===== src/rtl/wb4_to_pi1.sv =====
// Wishbone B4 pipelined slave to single-master PI1 initiator bridge.
// One transaction in flight; PI1 request and Wishbone response are registered.
module wb4_to_pi1 #(
   parameter  int unsigned ARCHBITSZ = 32,
   localparam int unsigned SELBITSZ  = ARCHBITSZ / 8,
   localparam int unsigned LSBITSZ   = $clog2(SELBITSZ),
   localparam int unsigned ADDRBITSZ = ARCHBITSZ - LSBITSZ
) (
   input  logic                 wb4_clk_i,
   input  logic                 wb4_rst_ni,
   input  logic                 wb4_cyc_i,
   input  logic                 wb4_stb_i,
   input  logic                 wb4_we_i,
   input  logic [ARCHBITSZ-1:0] wb4_addr_i,
   input  logic [ARCHBITSZ-1:0] wb4_data_i,
   input  logic [SELBITSZ-1:0]  wb4_sel_i,
   output logic                 wb4_stall_o,
   output logic                 wb4_ack_o,
   output logic [ARCHBITSZ-1:0] wb4_data_o,
   output logic [1:0]           pi1_op_o,
   output logic [ADDRBITSZ-1:0] pi1_addr_o,
   output logic [ARCHBITSZ-1:0] pi1_data_o,
   input  logic [ARCHBITSZ-1:0] pi1_data_i,
   output logic [SELBITSZ-1:0]  pi1_sel_o,
   input  logic                 pi1_rdy_i
);

   if (ARCHBITSZ != 16 && ARCHBITSZ != 32 && ARCHBITSZ != 64 &&
       ARCHBITSZ != 128 && ARCHBITSZ != 256) begin : g_bad_width
      $error("wb4_to_pi1: unsupported ARCHBITSZ");
   end

   localparam logic [1:0] OP_NOOP = 2'b00;
   localparam logic [1:0] OP_WR   = 2'b01;
   localparam logic [1:0] OP_RD   = 2'b10;

   typedef enum logic [1:0] {
      ST_IDLE = 2'd0,
      ST_REQ  = 2'd1,
      ST_RESP = 2'd2
   } state_t;

   // Latched request payload, driven onto PI1 while the op is pending.
   typedef struct packed {
      logic                 we;
      logic [ADDRBITSZ-1:0] addr;
      logic [ARCHBITSZ-1:0] data;
      logic [SELBITSZ-1:0]  sel;
   } req_t;

   state_t               state_q, state_d;
   logic [1:0]           op_q, op_d;
   req_t                 req_q, req_d;
   logic                 aborted_q, aborted_d;
   logic                 ack_q, ack_d;
   logic [ARCHBITSZ-1:0] rdata_q, rdata_d;
   logic                 wb_req_c;
   logic                 unused_addr_lsb;

   assign wb_req_c        = wb4_cyc_i & wb4_stb_i;
   assign unused_addr_lsb = ^wb4_addr_i[LSBITSZ-1:0];

   // State and registered outputs.
   always_ff @(posedge wb4_clk_i or negedge wb4_rst_ni) begin
      if (!wb4_rst_ni) begin
         state_q   <= ST_IDLE;
         op_q      <= OP_NOOP;
         req_q     <= '0;
         aborted_q <= 1'b0;
         ack_q     <= 1'b0;
         rdata_q   <= '0;
      end else begin
         state_q   <= state_d;
         op_q      <= op_d;
         req_q     <= req_d;
         aborted_q <= aborted_d;
         ack_q     <= ack_d;
         rdata_q   <= rdata_d;
      end
   end

   // Next state, next PI1 request and next Wishbone response.
   always_comb begin
      state_d   = state_q;
      op_d      = op_q;
      req_d     = req_q;
      aborted_d = aborted_q;
      ack_d     = 1'b0;
      rdata_d   = rdata_q;

      case (state_q)
         ST_IDLE: begin
            op_d      = OP_NOOP;
            aborted_d = 1'b0;
            if (wb_req_c) begin
               if (wb4_we_i && (wb4_sel_i == '0)) begin
                  // Write with no byte lanes: nothing to send, complete locally.
                  ack_d   = 1'b1;
                  rdata_d = '0;
               end else begin
                  req_d.we   = wb4_we_i;
                  req_d.addr = wb4_addr_i[ARCHBITSZ-1:LSBITSZ];
                  req_d.data = wb4_data_i;
                  req_d.sel  = wb4_sel_i;
                  op_d       = wb4_we_i ? OP_WR : OP_RD;
                  state_d    = ST_REQ;
               end
            end
         end

         ST_REQ: begin
            if (pi1_rdy_i) begin
               // Op consumed; a simultaneous cyc drop still owes a drained response.
               op_d      = OP_NOOP;
               aborted_d = ~wb4_cyc_i;
               state_d   = ST_RESP;
            end else if (!wb4_cyc_i) begin
               op_d    = OP_NOOP;
               state_d = ST_IDLE;
            end
         end

         ST_RESP: begin
            if (!wb4_cyc_i) begin
               aborted_d = 1'b1;
            end
            if (pi1_rdy_i) begin
               state_d   = ST_IDLE;
               aborted_d = 1'b0;
               if (!aborted_q && wb4_cyc_i) begin
                  ack_d   = 1'b1;
                  rdata_d = req_q.we ? '0 : pi1_data_i;
               end
            end
         end

         default: begin
            state_d = ST_IDLE;
            op_d    = OP_NOOP;
         end
      endcase
   end

   assign wb4_stall_o = (state_q != ST_IDLE);
   assign wb4_ack_o   = ack_q;
   assign wb4_data_o  = rdata_q;
   assign pi1_op_o    = op_q;
   assign pi1_addr_o  = req_q.addr;
   assign pi1_data_o  = req_q.data;
   assign pi1_sel_o   = req_q.sel;

endmodule


===== config.mk =====
export PLATFORM = sky130hd
export DESIGN_NAME = wb4_to_pi1
export DESIGN_NICKNAME = d
export VERILOG_FILES = /design/src/rtl/wb4_to_pi1.sv
export SDC_FILE = /design/constraint.sdc
export NUM_CORES = 1
export LEC_CHECK = 0
export BUFFER_PORTS_ARGS = -buffer_cell sky130_fd_sc_hd__buf_4
export CAP_MARGIN = 20
export CORE_UTILIZATION = 32
export CTS_CLUSTER_DIAMETER = 60
export DETAILED_ROUTE_END_ITERATION = 6
export PLACE_DENSITY = 0.6
export SLEW_MARGIN = 20
export SYNTH_ARGS = -nofsm -noshare
export SYNTH_HDL_FRONTEND = slang
export SYNTH_SLANG_ARGS = --single-unit

===== constraint.sdc =====
create_clock -name wb4_clk_i -period 1.8 [get_ports wb4_clk_i]
set_input_delay 0 -clock wb4_clk_i [delete_from_list [all_inputs] [get_ports wb4_clk_i]]
set_output_delay 0 -clock wb4_clk_i [all_outputs]
set_load 0.01 [all_outputs]

==> Word-level counts from Yosys, hierarchy flattened <==
Cells that the tools add are included.
{ "op_classes": {"eq_ne": 10, "mux": 26, "n_bitwise": 4, "n_reduce_logical": 13} }
{ "op_table": {"columns": ["operator", "count"], "rows": [
  ["2-to-1 mux 32 bit", 5],
  ["case mux 32 bit (2 select lines)", 1],
  ["2-to-1 mux 2 bit", 9],
  ["!= test 2 bit, second input constant", 6],
  ["case mux 2 bit (3 select lines)", 2],
  ["2-to-1 mux 1 bit", 7],
  ["!= test 3 bit, second input constant", 2],
  ["AND reduction 3 bit", 2],
  ["AND reduction 5 bit", 1],
  ["zero test 4 bit", 1],
  ["AND reduction 4 bit", 1],
  ["nonzero test 2 bit", 2],
  ["NOT 1 bit", 3],
  ["case mux 1 bit (3 select lines)", 1],
  ["nonzero test 3 bit", 1],
  ["== test 2 x 1 -> 1 bit, second input constant", 1],
  ["== test 2 bit, second input constant", 1],
  ["logical AND 1 bit", 2],
  ["zero test 2 bit", 1],
  ["case mux 1 bit (2 select lines)", 1],
  ["AND reduction 2 bit", 1],
  ["bitwise AND 1 bit", 1],
  ["zero test 1 bit", 1]
]} }
{ "word_totals": {"register_bits": 105, "in_bits": 106, "wordCells": 62} }

==> Longest topological paths before layout <==
{ "logic_depth": {"depth_word": 5, "ltp_mapped": 7} }

==> Least setup slack after synthesis <==
No wires, ideal clock.
{ "synth_path": {"path_kind": "register to register", "startpoint": "register state_q[0]", "endpoint": "register req_q (netlist bit pi1_addr_o[0])", "arrival_ns": 1.770, "required_ns": 1.675, "setup_slack_ns": -0.095, "path_stages_with_launch": 8, "path_buffers": 2, "cell_sequence": "dfrtp_1 > inv_1 > ha_1 > nand3_1 > a21oi_1 > buf_2 > buf_2 > mux2_2"} }
{ "synth_via": {"elab_chain_len": 2} }
{ "synth_rtl": {"columns": ["element", "line_no", "text"], "rows": [
  ["start, declared", "51", "state_t state_q, state_d;"],
  ["start signal, assigned", "73", "state_q <= state_d;"],
  ["zero test 2 bit", "91", "case (state_q)"],
  ["AND reduction 3 bit (no line)", null, null],
  ["end signal, assigned", "75", "req_q <= req_d;"],
  ["end, declared", "53", "req_t req_q, req_d;"]
]} }
No other way between the ends.
A chain may end at the register's enable or synchronous reset.

==> Worst setup path in the final report <==
{ "layout_path": {"startpoint": "register state_q[1]", "endpoint": "register req_q (netlist bit pi1_data_o[16])"} }
The elaborated chain is that of the path after synthesis.

==> impl_metrics.env <==
export IMPL_min_period_ps=1750
export IMPL_slew_headroom=0.712
export IMPL_placementRows=42
export IMPL_finClkSkew_ps=12.3
export IMPL_rsz0062_at_grt="true"
export IMPL_p_clk_frac=0.198
export IMPL_cp_max_fo=27
export IMPL_gp_congestion=0.766
export IMPL_antenna_found_initial=0
export IMPL_hpwl_um=7180
export IMPL_initial_core_util=0.334
export IMPL_met2_length_um=5910
export IMPL_cp_required_ps=2020
export IMPL_drt_wl_total_um=11800
export IMPL_routed_via_density=4.48
export IMPL_overflow=0
export IMPL_crit_family="buffers and inverters"
export IMPL_synth_area_um2=4490
export IMPL_async_flop_share=1.00
export IMPL_chipHeight_um=120
export IMPL_finalMaxSlewViolations=0
export IMPL_critPathKind="reg2reg"
export IMPL_fmax_ghz=0.572
export IMPL_cts_buffers=9
export IMPL_ys_seq_area_frac=0.585
export IMPL_vdd_drop_max_mv=0.487
export IMPL_period_share=0.971
export IMPL_path_cells="inv_2 -> ha_4 -> nand3_1 -> a21oi_4 -> buf_12 -> buf_16 -> mux2_2"
export IMPL_cts_max_level=3
export IMPL_synth_edf_count=0
export IMPL_hold_viol=0
export IMPL_status="finished clean"
export IMPL_clkTransAtPathRegs_ps=70
export IMPL_die_area_um2=14500
export IMPL_cts_root_buf="clkbuf_16"
export IMPL_yosys_register_bits=105
export IMPL_synth_flop_cell="dfrtp_1"
export IMPL_wire_per_inst_um=15.4
export IMPL_wl_met1_um=4990
export IMPL_yosysWarnings=0
export IMPL_nNetsFinal=694
export IMPL_multiInputGateArea_um2=1380
export IMPL_io_buffers=205
export IMPL_p_sw_frac=0.311
export IMPL_clock_sinks=105
export IMPL_drtIter0Drc=75
export IMPL_cap_violations=0
export IMPL_mostFrequentLayoutCells="216 x buf_4, 105 x dfrtp_1, 101 x dlygate4sd3_1"
export IMPL_cts_tree="done"
export IMPL_drc=0
export IMPL_path_buf_inv=3
export IMPL_mostFrequentLayoutCell="buf_4"
export IMPL_fp_dieW_um=120
export IMPL_highest_layer="met4"
export IMPL_syn2layout_area_growth_pct=63.8
export IMPL_drive_above_1_share=0.544
export IMPL_syn_nets=434
export IMPL_num_vias=3432
export IMPL_synth_area_per_cell_um2=13.8
export IMPL_power_leakage_nw=3.49
export IMPL_grt_pass1_wl_um=17800
export IMPL_crit_arrival_ps=1960
export IMPL_ys_types=22
export IMPL_register_area_um2=2630
export IMPL_ant_nets=0
export IMPL_clockBufferDepth=2
export IMPL_hold_path_class="in2reg"
export IMPL_final_setup_viol_count=0
export IMPL_io_pins=208
export IMPL_drt_pre_antenna_iters=4
export IMPL_fin_util=0.547
export IMPL_n_antenna_cell=0
export IMPL_holdWs_ps=116
export IMPL_p_per_area_nw_per_um2=1360
export IMPL_fillers=1116
export IMPL_grt_pass1_vias=3521
export IMPL_grt_start_max_net_pins=52
export IMPL_p_comb_frac=0.426
export IMPL_end_kind="flip-flop"
export IMPL_slowest_stage="dfrtp_1"
export IMPL_grt_use_total=0.157
export IMPL_coreArea_um2=13500
export IMPL_seqPwrFrac=0.376
export IMPL_wl_met3_um=799
export IMPL_p_int_mw=6.91
export IMPL_tightestPinTransition_ps=432
export IMPL_synthCells=325
export IMPL_p_sw_mw=3.12
export IMPL_start_kind="flip-flop"
export IMPL_cpPeakStageDelay_ps=400
export IMPL_insertion_delay_ps=340
==> stage by stage <==
stage	power (mW)	setup TNS [ps]	cell area, µm²	worst slack, ps	std cells
2_1_floorplan	6.66	0	4540	7.10	325
5_1_grt	10.6	-39.5	7360	-11.0	766
4_1_cts	10.0	0	7250	14.9	761
6_report	10.0	0	7360	51.8	766
3_5_place_dp	7.69	-490	5860	-25.9	639
3_3_place_gp	7.58	0	5860	24.9	639
==> final cells by class <==
type | count | area share
Multi-Input combinational cell | 138 | 0.187
Clock inverter | 5 | 0.00867
Clock buffer | 11 | 0.0330
Sequential cell | 105 | 0.357
Tap cell | 176 | 0.0299
Inverter | 6 | 0.00306
Timing Repair Buffer | 325 | 0.381
==> worst reg2reg max path, delay by kind of cell (launching register included) <==
kind,cells,cell delay (ps)
simple gates,1,130
compound gates,1,170
fa+ha+maj,1,140
flops,1,400
buf+inv,3,410
mux,1,370
==> timing repair <==
action,4_1_cts,5_1_grt
cloned,3,3
pin swaps,4,18
hold buffers,101,0
buffers inserted,2,2
endpoints found under the hold margin,137,0
setup endpoints to repair,33,66
gates resized for setup,5,3
==> path summary, 6_finish.rpt <==
kind	slack, ps	to	cells past startpoint	start
max in group asynchronous	1000	pi1_data_o[5]$_DFFE_PN0P_	3	wb4_rst_ni
min in group asynchronous	130	wb4_data_o[25]$_DFFE_PN0P_	2	wb4_rst_ni
worst min register to register	510	pi1_addr_o[3]$_DFFE_PN0P_	1	pi1_addr_o[3]$_DFFE_PN0P_
worst max-delay path	50	pi1_data_o[16]$_DFFE_PN0P_	7	state_q[1]$_DFFE_PN0P_
worst max register to register	50	pi1_data_o[16]$_DFFE_PN0P_	7	state_q[1]$_DFFE_PN0P_
worst min-delay path	120	pi1_op_o[0]$_DFFE_PN0P_	3	wb4_cyc_i
==> registers in the layout (all words and copies together), names as in the netlist <==
register and cells:
wb4_ack_o 1, wb4_data_o 32, state_q 2, aborted_q 1
pi1_op_o 2, pi1_sel_o 4, pi1_data_o 32, pi1_addr_o 30
req_q 1
==> per-layer routing <==
layer  track usage  vias up
met5             0        -
met4        0.0417        0
met3        0.0406        6
met2         0.282      143
met1         0.185     1674
li1              -     1609
==> power by group through the flow <==
stage          Combinational, mW  Clock, mW  Sequential [mW]
3_3_place_gp                3.80          0             3.78
3_5_place_dp                3.88          0             3.81
2_1_floorplan               2.95          0             3.72
5_1_grt                     4.56       2.16             3.90
4_1_cts                     4.21       2.05             3.78
6_report                    4.27       1.99             3.77
==> cell usage after synthesis (3+ instances only) <==
cell | count | area (µm²)
dfrtp_1 | 105 | 2630
a22o_1 | 34 | 298
ha_1 | 3 | 37.5
mux2_2 | 67 | 754
nand2_1 | 5 | 18.8
o21ai_0 | 3 | 15.0
nand3_1 | 3 | 15.0
nor2_1 | 5 | 18.8
inv_1 | 5 | 18.8
a21oi_1 | 6 | 30.0
buf_4 | 69 | 518
buf_2 | 10 | 50.1
==> cell families after synthesis <==
| group | Yosys count | synth area share |
|---|---|---|
| flip-flops | 105 | 0.585 |
| adder cells (fa/ha/maj) | 3 | 0.00836 |
| buffers and inverters | 85 | 0.132 |
| AND/OR/NAND/NOR | 17 | 0.0212 |
| multiplexers | 67 | 0.168 |
| AO/OA/AOI/OAI | 48 | 0.0858 |
No activity file was read; power rests on OpenSTA's default activity.
